`config.mk`:
```
export PLATFORM = sky130hd
export DESIGN_NAME = gpio_access_arbiter_flat
export DESIGN_NICKNAME = d
export VERILOG_FILES = /design/src/rtl/gpio_pkg.sv /design/src/rtl/gpio_access_arbiter_if.sv /design/src/rtl/rr_arb2.sv /design/src/rtl/gpio_access_arbiter.sv /design/src/flat_wrapper.sv
export SDC_FILE = /design/constraint.sdc
export NUM_CORES = 1
export LEC_CHECK = 0
export ABC_AREA = 1
export CORE_AREA = 4 4 78 80
export DETAILED_ROUTE_END_ITERATION = 10
export DIE_AREA = 0 0 82 84
export DONT_BUFFER_PORTS = 1
export PLACE_DENSITY = 0.7
export SLEW_MARGIN = 15
export SYNTH_ARGS = -nofsm -noshare
export SYNTH_HDL_FRONTEND = slang
export SYNTH_HIERARCHICAL = 1
export SYNTH_SLANG_ARGS = --single-unit
```
`constraint.sdc`:
```
create_clock -name clk -period 4.1 [get_ports clk]
set_input_delay 0.205 -clock clk [delete_from_list [all_inputs] [get_ports clk]]
set_output_delay 0.205 -clock clk [all_outputs]
set_load 0.02 [all_outputs]
```
`src/rtl/gpio_pkg.sv`:
```
// Shared types for the GPIO access arbiter: FSM state encodings and requester ids.
// Pure declarations, no logic; imported by interface, arbiter and top.
// No handshake of its own.
package gpio_pkg;

  typedef enum logic [1:0] {
    IDLE  = 2'd0,
    ISSUE = 2'd1,
    RESP  = 2'd2
  } state_t;

  // Requester ids; the round-robin pointer uses the same encoding to name the favoured side.
  localparam logic ID_M0 = 1'b0;
  localparam logic ID_M1 = 1'b1;

  localparam int ADDR_W = 2;

endpackage

```
`src/rtl/gpio_access_arbiter_if.sv`:
```
// Bundle of both requester ports, the decoder port and the read-data return.
// Wires only, zero latency.
// Requesters hold req/we/addr/wdata until their done pulse.
interface gpio_access_arbiter_if
  import gpio_pkg::*;
#(
  parameter int DATA_W = 32
);

  logic              m0_req;
  logic              m0_we;
  logic [ADDR_W-1:0] m0_addr;
  logic [DATA_W-1:0] m0_wdata;
  logic              m0_done;

  logic              m1_req;
  logic              m1_we;
  logic [ADDR_W-1:0] m1_addr;
  logic [DATA_W-1:0] m1_wdata;
  logic              m1_done;

  logic [DATA_W-1:0] rdata;

  logic [ADDR_W-1:0] dec_a;
  logic              dec_we;
  logic [DATA_W-1:0] dec_wd;
  logic [DATA_W-1:0] dec_rd;

  // Arbiter side.
  modport slave (
    input  m0_req, m0_we, m0_addr, m0_wdata,
    input  m1_req, m1_we, m1_addr, m1_wdata,
    input  dec_rd,
    output m0_done, m1_done, rdata, dec_a, dec_we, dec_wd
  );

  // Requester / decoder side.
  modport master (
    output m0_req, m0_we, m0_addr, m0_wdata,
    output m1_req, m1_we, m1_addr, m1_wdata,
    output dec_rd,
    input  m0_done, m1_done, rdata, dec_a, dec_we, dec_wd
  );

endinterface

```
`src/rtl/rr_arb2.sv`:
```
// Two-way round-robin selector producing a one-hot grant.
// Purely combinational, zero latency.
// The pointer only breaks ties; a lone request is always granted.
module rr_arb2
  import gpio_pkg::*;
(
  input  logic [1:0] req,
  input  logic       ptr,
  output logic [1:0] gnt
);

  // Pass single requests straight through; on contention grant the side the pointer favours.
  always_comb begin
    gnt = req;
    if (&req) begin
      gnt = (ptr == ID_M1) ? 2'b10 : 2'b01;
    end
  end

endmodule

```
`src/rtl/gpio_access_arbiter.sv`:
```
// Shares one GPIO register port between a processor (m0) and an accelerator (m1).
// Latency: req seen in IDLE at edge N -> dec_we cycle N+1 -> done cycle N+2.
// No queueing: requests are only sampled in IDLE; a new grant at most every 3 cycles.
module gpio_access_arbiter
  import gpio_pkg::*;
#(
  parameter int DATA_W = 32
) (
  input logic                  clk,
  input logic                  rst,
  gpio_access_arbiter_if.slave bus
);

  state_t            state;
  state_t            state_nxt;
  logic [1:0]        gnt;
  logic              ptr;
  logic              win_id;
  logic              lat_we;
  logic [ADDR_W-1:0] dec_a_q;
  logic [DATA_W-1:0] dec_wd_q;
  logic [DATA_W-1:0] rdata_q;
  logic              dec_we_c;
  logic              m0_done_c;
  logic              m1_done_c;

  rr_arb2 u_arb (
    .req ({bus.m1_req, bus.m0_req}),
    .ptr (ptr),
    .gnt (gnt)
  );

  // State register; reset aborts any transaction in flight.
  always_ff @(posedge clk or posedge rst) begin
    if (rst) state <= IDLE;
    else     state <= state_nxt;
  end

  // Next state: one grant walks IDLE -> ISSUE -> RESP -> IDLE unconditionally.
  always_comb begin
    state_nxt = state;
    case (state)
      IDLE:    if (|gnt) state_nxt = ISSUE;
      ISSUE:   state_nxt = RESP;
      RESP:    state_nxt = IDLE;
      default: state_nxt = IDLE;
    endcase
  end

  // Latch the winner's command on grant, capture read data leaving ISSUE, rotate priority in RESP.
  // dec_a/dec_wd are the latched copies, so they naturally hold outside ISSUE.
  always_ff @(posedge clk or posedge rst) begin
    if (rst) begin
      win_id   <= ID_M0;
      lat_we   <= 1'b0;
      dec_a_q  <= '0;
      dec_wd_q <= '0;
      rdata_q  <= '0;
      ptr      <= ID_M0;
    end else begin
      if (state == IDLE && |gnt) begin
        win_id   <= gnt[1] ? ID_M1 : ID_M0;
        lat_we   <= gnt[1] ? bus.m1_we    : bus.m0_we;
        dec_a_q  <= gnt[1] ? bus.m1_addr  : bus.m0_addr;
        dec_wd_q <= gnt[1] ? bus.m1_wdata : bus.m0_wdata;
      end
      if (state == ISSUE) begin
        rdata_q <= bus.dec_rd;
      end
      if (state == RESP) begin
        ptr <= (win_id == ID_M0) ? ID_M1 : ID_M0;
      end
    end
  end

  // Strobes decoded from state so reset clears them without waiting for an edge.
  always_comb begin
    dec_we_c  = (state == ISSUE) && lat_we;
    m0_done_c = (state == RESP) && (win_id == ID_M0);
    m1_done_c = (state == RESP) && (win_id == ID_M1);
  end

  assign bus.dec_we  = dec_we_c;
  assign bus.m0_done = m0_done_c;
  assign bus.m1_done = m1_done_c;
  assign bus.dec_a   = dec_a_q;
  assign bus.dec_wd  = dec_wd_q;
  assign bus.rdata   = rdata_q;

endmodule

```
`src/flat_wrapper.sv`:
```
// flat-port wrapper written by rule: the top's interface ports become plain ports
module gpio_access_arbiter_flat import gpio_pkg::*;
#(
  parameter int DATA_W = 32
)
  (clk, rst, bus_m0_req, bus_m0_we, bus_m0_addr, bus_m0_wdata, bus_m1_req, bus_m1_we, bus_m1_addr, bus_m1_wdata, bus_dec_rd, bus_m0_done, bus_m1_done, bus_rdata, bus_dec_a, bus_dec_we, bus_dec_wd);
  gpio_access_arbiter_if #(.DATA_W(DATA_W)) bus_i ();
  input logic clk;
  input logic rst;
  input wire logic [$bits(bus_i.m0_req)-1:0] bus_m0_req;
  input wire logic [$bits(bus_i.m0_we)-1:0] bus_m0_we;
  input wire logic [$bits(bus_i.m0_addr)-1:0] bus_m0_addr;
  input wire logic [$bits(bus_i.m0_wdata)-1:0] bus_m0_wdata;
  input wire logic [$bits(bus_i.m1_req)-1:0] bus_m1_req;
  input wire logic [$bits(bus_i.m1_we)-1:0] bus_m1_we;
  input wire logic [$bits(bus_i.m1_addr)-1:0] bus_m1_addr;
  input wire logic [$bits(bus_i.m1_wdata)-1:0] bus_m1_wdata;
  input wire logic [$bits(bus_i.dec_rd)-1:0] bus_dec_rd;
  output wire logic [$bits(bus_i.m0_done)-1:0] bus_m0_done;
  output wire logic [$bits(bus_i.m1_done)-1:0] bus_m1_done;
  output wire logic [$bits(bus_i.rdata)-1:0] bus_rdata;
  output wire logic [$bits(bus_i.dec_a)-1:0] bus_dec_a;
  output wire logic [$bits(bus_i.dec_we)-1:0] bus_dec_we;
  output wire logic [$bits(bus_i.dec_wd)-1:0] bus_dec_wd;
  assign bus_i.m0_req = bus_m0_req;
  assign bus_i.m0_we = bus_m0_we;
  assign bus_i.m0_addr = bus_m0_addr;
  assign bus_i.m0_wdata = bus_m0_wdata;
  assign bus_i.m1_req = bus_m1_req;
  assign bus_i.m1_we = bus_m1_we;
  assign bus_i.m1_addr = bus_m1_addr;
  assign bus_i.m1_wdata = bus_m1_wdata;
  assign bus_i.dec_rd = bus_dec_rd;
  assign bus_m0_done = bus_i.m0_done;
  assign bus_m1_done = bus_i.m1_done;
  assign bus_rdata = bus_i.rdata;
  assign bus_dec_a = bus_i.dec_a;
  assign bus_dec_we = bus_i.dec_we;
  assign bus_dec_wd = bus_i.dec_wd;
  gpio_access_arbiter #(.DATA_W(DATA_W)) u_core (.clk(clk), .rst(rst), .bus(bus_i));
endmodule
```
==> reports/metrics.yaml, run 1 <==
hp-class: "input port to register"
dp_cells: 480
r2r_end: "u_core/bus.rdata[31]"
skew_ns: 0.0110
status: "complete, no violations"
gr-usage-all-layers_pct: 22.3
power.switching_mw: 1.46
place_ws_ns: 2.13
synthCells: 425
antenna_found_initial: 0
fin_util_pct: 69.1
path_delay_family: "buffers and inverters"
cts-htree-levels: 3
p_clk_share_pct: 20.0
nets: 558
area_growth_pct: 17.5
final_cell_mix: "nand2_1 (315), dfrtp_1 (71), dlygate4sd3_1 (33)"
syn_avg_cell_area_um2: 7.47
vias: 2622
vdd_drop_max_v: 0.000434
grt_pass1_vias: 2507
slowest_delay_ns: 0.85
cts_hold_buf: 33
worstPathArrival_ns: 2.30
p_comb_share_pct: 26.4
die_area_mm2: 0.00689
ys_warn_count: 6
postRouteAntennaNets: 0
drtIter0Drc: 107
critPathSlowestCell: "inv_1"
place_hpwl_um: 5080
swShare_pct: 46.7
critPathLaunch: "u_core/state[1]"
cp-start-kind: "register"
worst-path-max-fanout: 34
totalPowerFinal_mw: 3.13
n_antenna_cell: 0
min_period_ns: 2.03
die_width_um: 82
final_area_mm2: 0.00373
drc: 0
crit_chain: "inv_1, nand2_2, inv_1, nand2_1, nand2_1"
dr.pass1.iters: 7
p_int_mw: 1.67
r2r_slack_ns: 2.07
clk_path_buf_depth: 2
finalSetupViolations: 0
num-fill-cells: 434
seq_area_frac_synth_pct: 55.9
grt_max_degree: 40
final_common_cell: "nand2_1"
cts_tree: "done"
drive_gt1_share_pct: 5.25
placed_area_mm2: 0.00317
crit_end: "u_core/bus.rdata[31]"
gp_congestion: 0.784
insertion_delay_ns: 0.34
avgViaCountPerCell: 4.96
cellLeakagePower_nw: 2.12
die_h_um: 84
maxCapViolCount: 0
crit_path_end_kind: "register"
drv_slew: 0
syn-num-nets: 531
start_util_pct: 58.8
timing.fmax_ghz: 0.494
root_buffer: "clkbuf_8"
rr_worst_depth: 5
hold_ws_ns: 0.0678
maxSlewHeadroom_pct: 38.0
post_cts_buffers: 0
ys_ff_latch: 71
num_rows: 27
fin_ws_ns: 2.07
min-delay-start: "bus_m0_wdata[5]"
yosysUniqueCellTypes: 15
hold_violations: 0
cts_resized: 0
crit_buf_inv: 2
worst_pin_slew_ns: 0.929
grt_overflow: 0
totalWireLength_um: 7600
rsz0062_at_grt: "no"
clock_sinks: 71
powerDensity_mw_per_mm2: 839
finalCritPeriodShare_pct: 49.4
grt_pass1_wl_um: 11800
r2r_start: "u_core/state[1]"
avgRoutedWirePerCell_um: 14.4
setup_tns_ns: 0
crit_type: "register to register"
numPortBuffers: 0
coreArea_mm2: 0.00541
synth_area_mm2: 0.00318
clkTransAtPathRegs_ns: 0.08
io_pins: 175
final_cells: 529
numCtsBuffers: 9
path_depth: 5
p_seq_share_pct: 53.6
crit_required_ns: 4.37
==> routing by layer <==
layer	track usage [%]	wire [um]	share of wire, %	vias up
met1	27.0	2880	38	1165
li1	-	-	-	1315
met3	6.37	781	10	19
met2	36.2	3750	49	123
met5	0	0	0	-
met4	9.82	187	2.5	0
==> synthesized netlist by cell type, drive strengths merged <==
cell	number	area share (%)
a21oi	1	0.16
buf	14	2.9
clkbuf	5	0.59
dfrtp	71	56
inv	9	1.1
nand2	317	38
nand3	1	0.16
nor2	6	1.5
o21ai	1	0.16
==> power groups by stage <==
| stage | Sequential, mW | Combinational, mW | Clock (mW) |
|---|---|---|---|
| after floorplan | 1.60 | 0.708 | 0 |
| after global placement | 1.69 | 0.770 | 0 |
| after detailed placement | 1.69 | 0.801 | 0 |
| after CTS | 1.68 | 0.828 | 0.641 |
| after global routing | 1.72 | 0.971 | 0.671 |
| final | 1.68 | 0.825 | 0.627 |
==> how the worst min path moves through the flow <==
| stage | end | slack (ns) | cells after the start |
|---|---|---|---|
| finish | u_core/bus.dec_wd[5] | 0.07 | 4 |
| global route | u_core/bus.dec_wd[30] | 0.07 | 4 |
| detailed placement | u_core/bus.rdata[0] | 0.22 | 1 |
| CTS | u_core/bus.dec_wd[4] | 0.05 | 4 |
| floorplan | u_core/bus.rdata[0] | 0.31 | 2 |
| global placement | u_core/bus.rdata[30] | 0.23 | 1 |
==> cells by family after synthesis <==
group / share of synthesized area, %
AOI/OAI and AO/OA: 0.315
buffers and inverters: 4.53
DFF: 55.9
and+or+nand+nor: 39.2
==> worst register-to-register path: cells and delay by family (launching register included) <==
kind | cells | cell delay (ns)
simple gates | 3 | 0.64
flops | 1 | 0.39
buf+inv | 2 | 0.94
==> final cells by class <==
type                    count  area, um2  share of cell area [%]
multi-input cells         326       1260                    33.7
flip-flops and latches     71       1780                    47.6
clock inverters             6       92.6                    2.48
inverters                   9       33.8                   0.905
clock buffers              10        138                    3.69
well taps                  72       90.1                    2.41
repair buffers             35        345                    9.25
==> flip-flops by register name, summed over array words and instances, names as in the netlist <==
register	cells
u_core/state	2
u_core/lat_we	1
u_core/win_id	1
u_core/ptr	1
u_core/bus.dec_wd	32
u_core/bus.rdata	32
u_core/bus.dec_a	2
Power figures use the tool's default switching activity.
==> run 2: changes to the inputs <==
--- a/config.mk
+++ b/config.mk
@@ -6,11 +6,11 @@
 export NUM_CORES = 1
 export LEC_CHECK = 0
 export ABC_AREA = 1
-export CORE_AREA = 4 4 78 80
+export CORE_AREA = 4 4 81 83
 export DETAILED_ROUTE_END_ITERATION = 10
-export DIE_AREA = 0 0 82 84
+export DIE_AREA = 0 0 85 87
 export DONT_BUFFER_PORTS = 1
-export PLACE_DENSITY = 0.7
+export PLACE_DENSITY = 0.68
 export SLEW_MARGIN = 15
 export SYNTH_ARGS = -nofsm -noshare
 export SYNTH_HDL_FRONTEND = slang
==> constraint.sdc (replaced) <==
create_clock -name clk -period 1.7 [get_ports clk]
set_input_delay 0.085 -clock clk [delete_from_list [all_inputs] [get_ports clk]]
set_output_delay 0.085 -clock clk [all_outputs]
set_load 0.02 [all_outputs]
==> run 2 against run 1 <==
Net effect:
- the flow now stops in 4_1_cts
- synthesized area unchanged
- synthesized cell count is the same
==> reports/metrics.yaml, run 2 <==
status: "stopped before the end"
haltStage: "4_1_cts"
error: "[ERROR RSZ-0060] Max buffer count reached."
placed_area_mm2: 0.00325
cts-htree-levels: 3
synth-main-ff-cell: "dfrtp_1"
clock_sinks: 71
synthArstFlopShare_pct: 100
die_h_um: 87
start_util_pct: 54.3
numCtsBuffers: 9
synth_top_family_by_area: "simple AND/OR/NAND/NOR gates"
gp_congestion: 0.797
seq_area_frac_synth_pct: 55.9
synth_xor_area_share_pct: 0
num_rows: 28
cts_hold_buf: 102
ys_ff_latch: 71
synthAdderAreaFrac_pct: 0
synthCells: 425
syn-num-nets: 531
synth_compound_gate_area_share_pct: 0.315
yosysUniqueCellTypes: 15
die_width_um: 85
yosys-top-cells-area: "dfrtp_1 (56%), nand2_1 (37%), buf_2 (1.6%)"
synth_most_common_cell: "nand2_1"
io_pins: 175
synth_commonest_cells: "nand2_1 (315), dfrtp_1 (71), buf_2 (10), inv_1 (8), clkbuf_1 (5)"
cts_resized: 0
yosys.area_share.simple_pct: 39.2
post_cts_buffers: 0
synth_edf_count: 0
synth_top_area_share_pct: 55.9
numPortBuffers: 0
syn_avg_cell_area_um2: 7.47
synth_area_mm2: 0.00318
yosysTopAreaCell: "dfrtp_1"
root_buffer: "clkbuf_8"
clk_path_buf_depth: 2
ys_warn_count: 6
synth_mux_area_share_pct: 0
place_hpwl_um: 5290
-- run 2: cell counts after synthesis --
No cell type changed its count.
-- run 2: cells by family after synthesis --
family	after synthesis
buffers and inverters	28
DFF	71
AOI/OAI and AO/OA	2
and+or+nand+nor	324
-- run 2: metrics by stage --
| step | cells | util, % | worst slack (ns) | hold WS (ns) |
|---|---|---|---|---|
| after floorplan | 425 | - | 0.465 | 0.195 |
| after detailed placement | 489 | 55.5 | 0.212 | 0.0927 |
| after global placement | 489 | 55.5 | 0.277 | 0.0897 |
==> run 3: changes to the inputs <==
--- a/config.mk
+++ b/config.mk
@@ -6,11 +6,11 @@
 export NUM_CORES = 1
 export LEC_CHECK = 0
 export ABC_AREA = 1
-export CORE_AREA = 4 4 81 83
+export CORE_AREA = 4 4 95 97
 export DETAILED_ROUTE_END_ITERATION = 10
-export DIE_AREA = 0 0 85 87
+export DIE_AREA = 0 0 99 101
 export DONT_BUFFER_PORTS = 1
-export PLACE_DENSITY = 0.68
+export PLACE_DENSITY_LB_ADDON = 0.15
 export SLEW_MARGIN = 15
 export SYNTH_ARGS = -nofsm -noshare
 export SYNTH_HDL_FRONTEND = slang
==> constraint.sdc (replaced) <==
create_clock -name clk -period 2.2 [get_ports clk]
set_input_delay 0.11 -clock clk [delete_from_list [all_inputs] [get_ports clk]]
set_output_delay 0.11 -clock clk [all_outputs]
set_load 0.02 [all_outputs]
==> run 3 against run 2 <==
Net effect:
- the run now ends clean
==> reports/metrics.yaml, run 3 (synthesized netlist as in run 1, its figures left out) <==
status: "complete, no violations"
min_period_ns: 1.97
drtIter0Drc: 103
area_growth_pct: 41.3
seq_area_mm2: 0.00178
dr.pass1.iters: 4
powerDensity_mw_per_mm2: 1350
finalSetupViolations: 0
crit_required_ns: 2.47
start_util_pct: 39.1
antenna_found_initial: 0
coreArea_mm2: 0.00813
clk_path_buf_depth: 2
place_ws_ns: 0.578
die_area_mm2: 0.0100
root_buffer: "clkbuf_8"
multiInputGateArea_mm2: 0.00126
avgViaCountPerCell: 4.62
critPathLaunch: "u_core/ptr"
drive_gt1_share_pct: 5.28
final_common_cell: "nand2_1"
cts-htree-levels: 3
num_rows: 33
maxSlewHeadroom_pct: 53.8
rsz0062_at_grt: "no"
setup_tns_ns: 0
cts_tree: "done"
fin_ws_ns: 0.235
grt_max_degree: 37
crit_type: "register to register"
worst_pin_slew_ns: 0.690
drc: 0
grt_overflow: 0
numCtsBuffers: 9
insertion_delay_ns: 0.34
n_antenna_cell: 0
hp-class: "input port to register"
final_area_mm2: 0.00449
grt_pass1_wl_um: 14900
clkTransAtPathRegs_ns: 0.07
totalWireLength_um: 9070
drv_slew: 0
crit_path_end_kind: "register"
placed_area_mm2: 0.00325
place_hpwl_um: 5630
min-delay-start: "bus_m1_we"
gp_congestion: 0.818
numPortBuffers: 0
vias: 2934
worstPathArrival_ns: 2.24
vdd_drop_max_v: 0.000648
maxCapViolCount: 0
cp-start-kind: "register"
r2r_start: "u_core/ptr"
clock_sinks: 71
io_pins: 175
nets: 631
die_h_um: 101
cellLeakagePower_nw: 2.44
grt_pass1_vias: 3051
worst-path-max-fanout: 35
gr-usage-all-layers_pct: 18.7
finalCritPeriodShare_pct: 89.3
final_cell_mix: "nand2_1 (315), dlygate4sd3_1 (101), dfrtp_1 (71)"
postRouteAntennaNets: 0
timing.fmax_ghz: 0.509
hold_violations: 0
skew_ns: 0.00946
num-fill-cells: 740
die_width_um: 99
avgRoutedWirePerCell_um: 14.3
-- run 3: path summary, 6_finish.rpt --
kind | to | slack, ns | depth (start not counted)
worst max register to register | u_core/bus.dec_wd[18] | 0.23 | 10
worst max-delay path | u_core/bus.dec_wd[18] | 0.23 | 10
max in group asynchronous | u_core/lat_we | 1.19 | 3
min in group asynchronous | u_core/bus.rdata[28] | 0.26 | 2
worst min-delay path | u_core/lat_we | 0.02 | 4
worst min register to register | u_core/lat_we | 0.49 | 2
-- run 3: power breakdown --
part	internal, mW	total [mW]	switching (mW)	leakage (nW)
Clock	0.670	1.16	0.490	0.110
Sequential	1.94	3.13	1.19	0.881
Combinational	0.681	1.79	1.10	1.45
Total	3.29	6.08	2.79	2.44
-- run 3: metal layers --
metal	routed length, um	part of all wire (%)	track usage [%]	vias up
li1	-	-	-	1459
met2	4490	49	31.2	106
met3	709	7.8	5.26	17
met4	171	1.9	7.77	0
met1	3700	41	22.8	1352
met5	0	0	0	-
-- run 3: critical path: stages, from the launching register on --
cell and delay, ns:
dfrtp_1 0.40, nand3_1 0.08, nand2_1 0.07, buf_4 0.18, inv_2 0.07, buf_6 0.25, nand2_1 0.11, nand2_1 0.08
dlygate4sd3_1 0.55, nand2_1 0.05, nand2_1 0.08
-- run 3: cell type report --
type | count | area share, %
repair buffers | 108 | 23.8
inverters | 9 | 0.753
multi-input cells | 326 | 28.0
clock buffers | 11 | 3.15
clock inverters | 5 | 1.81
flip-flops and latches | 71 | 39.6
well taps | 105 | 2.93
-- run 3: timing repair --
item,CTS,global route
hold buffers,101,0
hold endpoints to repair,89,0
gates resized for setup,0,1
buffers inserted,0,0
endpoints found under the setup margin,0,6
-- run 3: per-stage QoR --
stage	util [%]	hold slack (ns)	total power [mW]	instances
2_1_floorplan	-	0.220	4.31	425
3_3_place_gp	40.0	0.0510	4.67	518
3_5_place_dp	40.0	0.0562	4.72	518
4_1_cts	55.1	0.000645	6.15	635
5_1_grt	55.2	0.0215	6.55	635
6_report	55.2	0.0166	6.08	635
==> run 4: changes to the inputs <==
--- a/config.mk
+++ b/config.mk
@@ -6,9 +6,9 @@
 export NUM_CORES = 1
 export LEC_CHECK = 0
 export ABC_AREA = 1
-export CORE_AREA = 4 4 95 97
+export CORE_AREA = 4 4 92 94
 export DETAILED_ROUTE_END_ITERATION = 10
-export DIE_AREA = 0 0 99 101
+export DIE_AREA = 0 0 96 98
 export DONT_BUFFER_PORTS = 1
 export PLACE_DENSITY_LB_ADDON = 0.15
 export SLEW_MARGIN = 15
==> run 4 against run 3 <==
Net effect:
- critical path type unchanged
- core utilization increased by 4.3 points
- design area increased by 1.3%
- clock power increased by 18%
- critical endpoint is now u_core/bus.dec_wd[0]
- clock-buffer cell count decreased by 2
- global-route usage increased by 0.98 points
- sequential cell count unchanged
- sequential share of layout area decreased by 0.51 points
- power increased by 3.5%
- combinational power about the same
- final cell count decreased by 0.16%
- fmax decreased by 0.20%
==> reports/metrics.yaml, run 4 (synthesized netlist as in run 1, its figures left out) <==
power.switching_mw: 2.79
seq_area_mm2: 0.00178
crit_chain: "nand3_1, nand2_1, inv_2, buf_4, nand2_1, nand2_1, dlygate4sd3_1, nand2_1, nand2_1"
final_cell_mix: "nand2_1 (315), dlygate4sd3_1 (103), dfrtp_1 (71)"
coreArea_mm2: 0.00765
io_pins: 175
finalCritPeriodShare_pct: 89.5
hp-class: "input port to register"
nets: 633
final_common_cell: "nand2_1"
r2r_slack_ns: 0.23
drtIter0Drc: 108
slowest_delay_ns: 0.56
postRouteAntennaNets: 0
p_clk_share_pct: 21.8
drive_gt1_share_pct: 5.45
rsz0062_at_grt: "no"
powerDensity_mw_per_mm2: 1380
die_width_um: 96
place_hpwl_um: 5400
worst-path-max-fanout: 35
num_rows: 32
crit_required_ns: 2.48
die_h_um: 98
num-fill-cells: 646
numCtsBuffers: 9
avgViaCountPerCell: 4.64
setup_tns_ns: 0
critPathSlowestCell: "dlygate4sd3_1"
gp_congestion: 0.749
min_period_ns: 1.97
maxCapViolCount: 0
worst_pin_slew_ns: 0.693
root_buffer: "clkbuf_8"
worstPathArrival_ns: 2.25
swShare_pct: 44.4
grt_overflow: 0
p_comb_share_pct: 28.5
die_area_mm2: 0.00941
start_util_pct: 41.5
cts-htree-levels: 3
n_antenna_cell: 0
cellLeakagePower_nw: 2.46
cp-start-kind: "register"
crit_top_cell: "nand2_1"
status: "complete, no violations"
maxSlewHeadroom_pct: 53.6
crit_type: "register to register"
grt_pass1_wl_um: 14400
insertion_delay_ns: 0.34
hold_violations: 0
area_growth_pct: 43.1
crit_path_end_kind: "register"
clkTransAtPathRegs_ns: 0.07
final_area_mm2: 0.00455
vias: 2942
finalSetupViolations: 0
path_delay_family: "buffers and inverters"
drv_slew: 0
timing.fmax_ghz: 0.508
drc: 0
numPortBuffers: 0
p_int_mw: 3.49
crit_buf_inv: 3
cts_resized: 0
grt_max_degree: 37
clock_sinks: 71
multiInputGateArea_mm2: 0.00126
avgRoutedWirePerCell_um: 14.1
placed_area_mm2: 0.00325
clk_path_buf_depth: 2
fin_ws_ns: 0.231
p_seq_share_pct: 49.7
grt_pass1_vias: 2992
cts_tree: "done"
place_ws_ns: 0.589
totalWireLength_um: 8960
skew_ns: 0.00841
dr.pass1.iters: 4
vdd_drop_max_v: 0.000624
gr-usage-all-layers_pct: 19.7
antenna_found_initial: 0
[run 4: power by group through the flow]
stage | Sequential (mW) | Combinational, mW | Clock, mW
2_1_floorplan | 2.99 | 1.32 | 0
3_3_place_gp | 3.16 | 1.48 | 0
3_5_place_dp | 3.15 | 1.55 | 0
4_1_cts | 3.14 | 1.78 | 1.41
5_1_grt | 3.20 | 2.08 | 1.46
6_report | 3.12 | 1.79 | 1.37
[run 4: worst paths after layout]
check / endpoint / depth (start not counted) / from
max: u_core/bus.dec_wd[0] / 9 / u_core/ptr
min: u_core/state[0] / 3 / bus_m1_req
max reg2reg: u_core/bus.dec_wd[0] / 9 / u_core/ptr
min reg2reg: u_core/lat_we / 2 / u_core/lat_we
max in group asynchronous: u_core/bus.dec_wd[16] / 3 / rst
min in group asynchronous: u_core/bus.rdata[2] / 2 / rst
[run 4: final cells by class]
type | count | share of cell area, %
clock buffer | 9 | 2.72
inverter | 9 | 0.743
timing repair buffer | 110 | 23.8
multi-input combinational | 326 | 27.6
clock inverter | 7 | 3.19
tap | 102 | 2.81
sequential | 71 | 39.1
[run 4: tightest hold or removal path: cells and delay by family]
family           cells  cell delay [ns]
AO/OA/AOI/OAI        1             0.09
AND/OR/NAND/NOR      2             0.27
[run 4: timing repair]
item / in CTS / in global routing
hold buffers: 103 / 0
endpoints found under the hold margin: 88 / 0
setup buffers: 0 / 0
[run 4: metal layers]
| layer | vias up | wire length, um | global-route usage, % |
|---|---|---|---|
| li1 | 1467 | - | - |
| met3 | 18 | 807 | 6.01 |
| met1 | 1337 | 3550 | 23.2 |
| met5 | - | 0 | 0 |
| met4 | 0 | 169 | 8.53 |
| met2 | 120 | 4430 | 32.6 |
[run 4: stage by stage]
| stage | cells | power, mW | hold slack [ns] | util, % |
|---|---|---|---|---|
| 2_1_floorplan | 425 | 4.31 | 0.220 | - |
| 3_3_place_gp | 515 | 4.64 | 0.0389 | 42.5 |
| 3_5_place_dp | 515 | 4.69 | 0.0432 | 42.5 |
| 4_1_cts | 634 | 6.33 | 0.179 | 59.5 |
| 5_1_grt | 634 | 6.73 | 0.220 | 59.5 |
| 6_report | 634 | 6.29 | 0.195 | 59.5 |
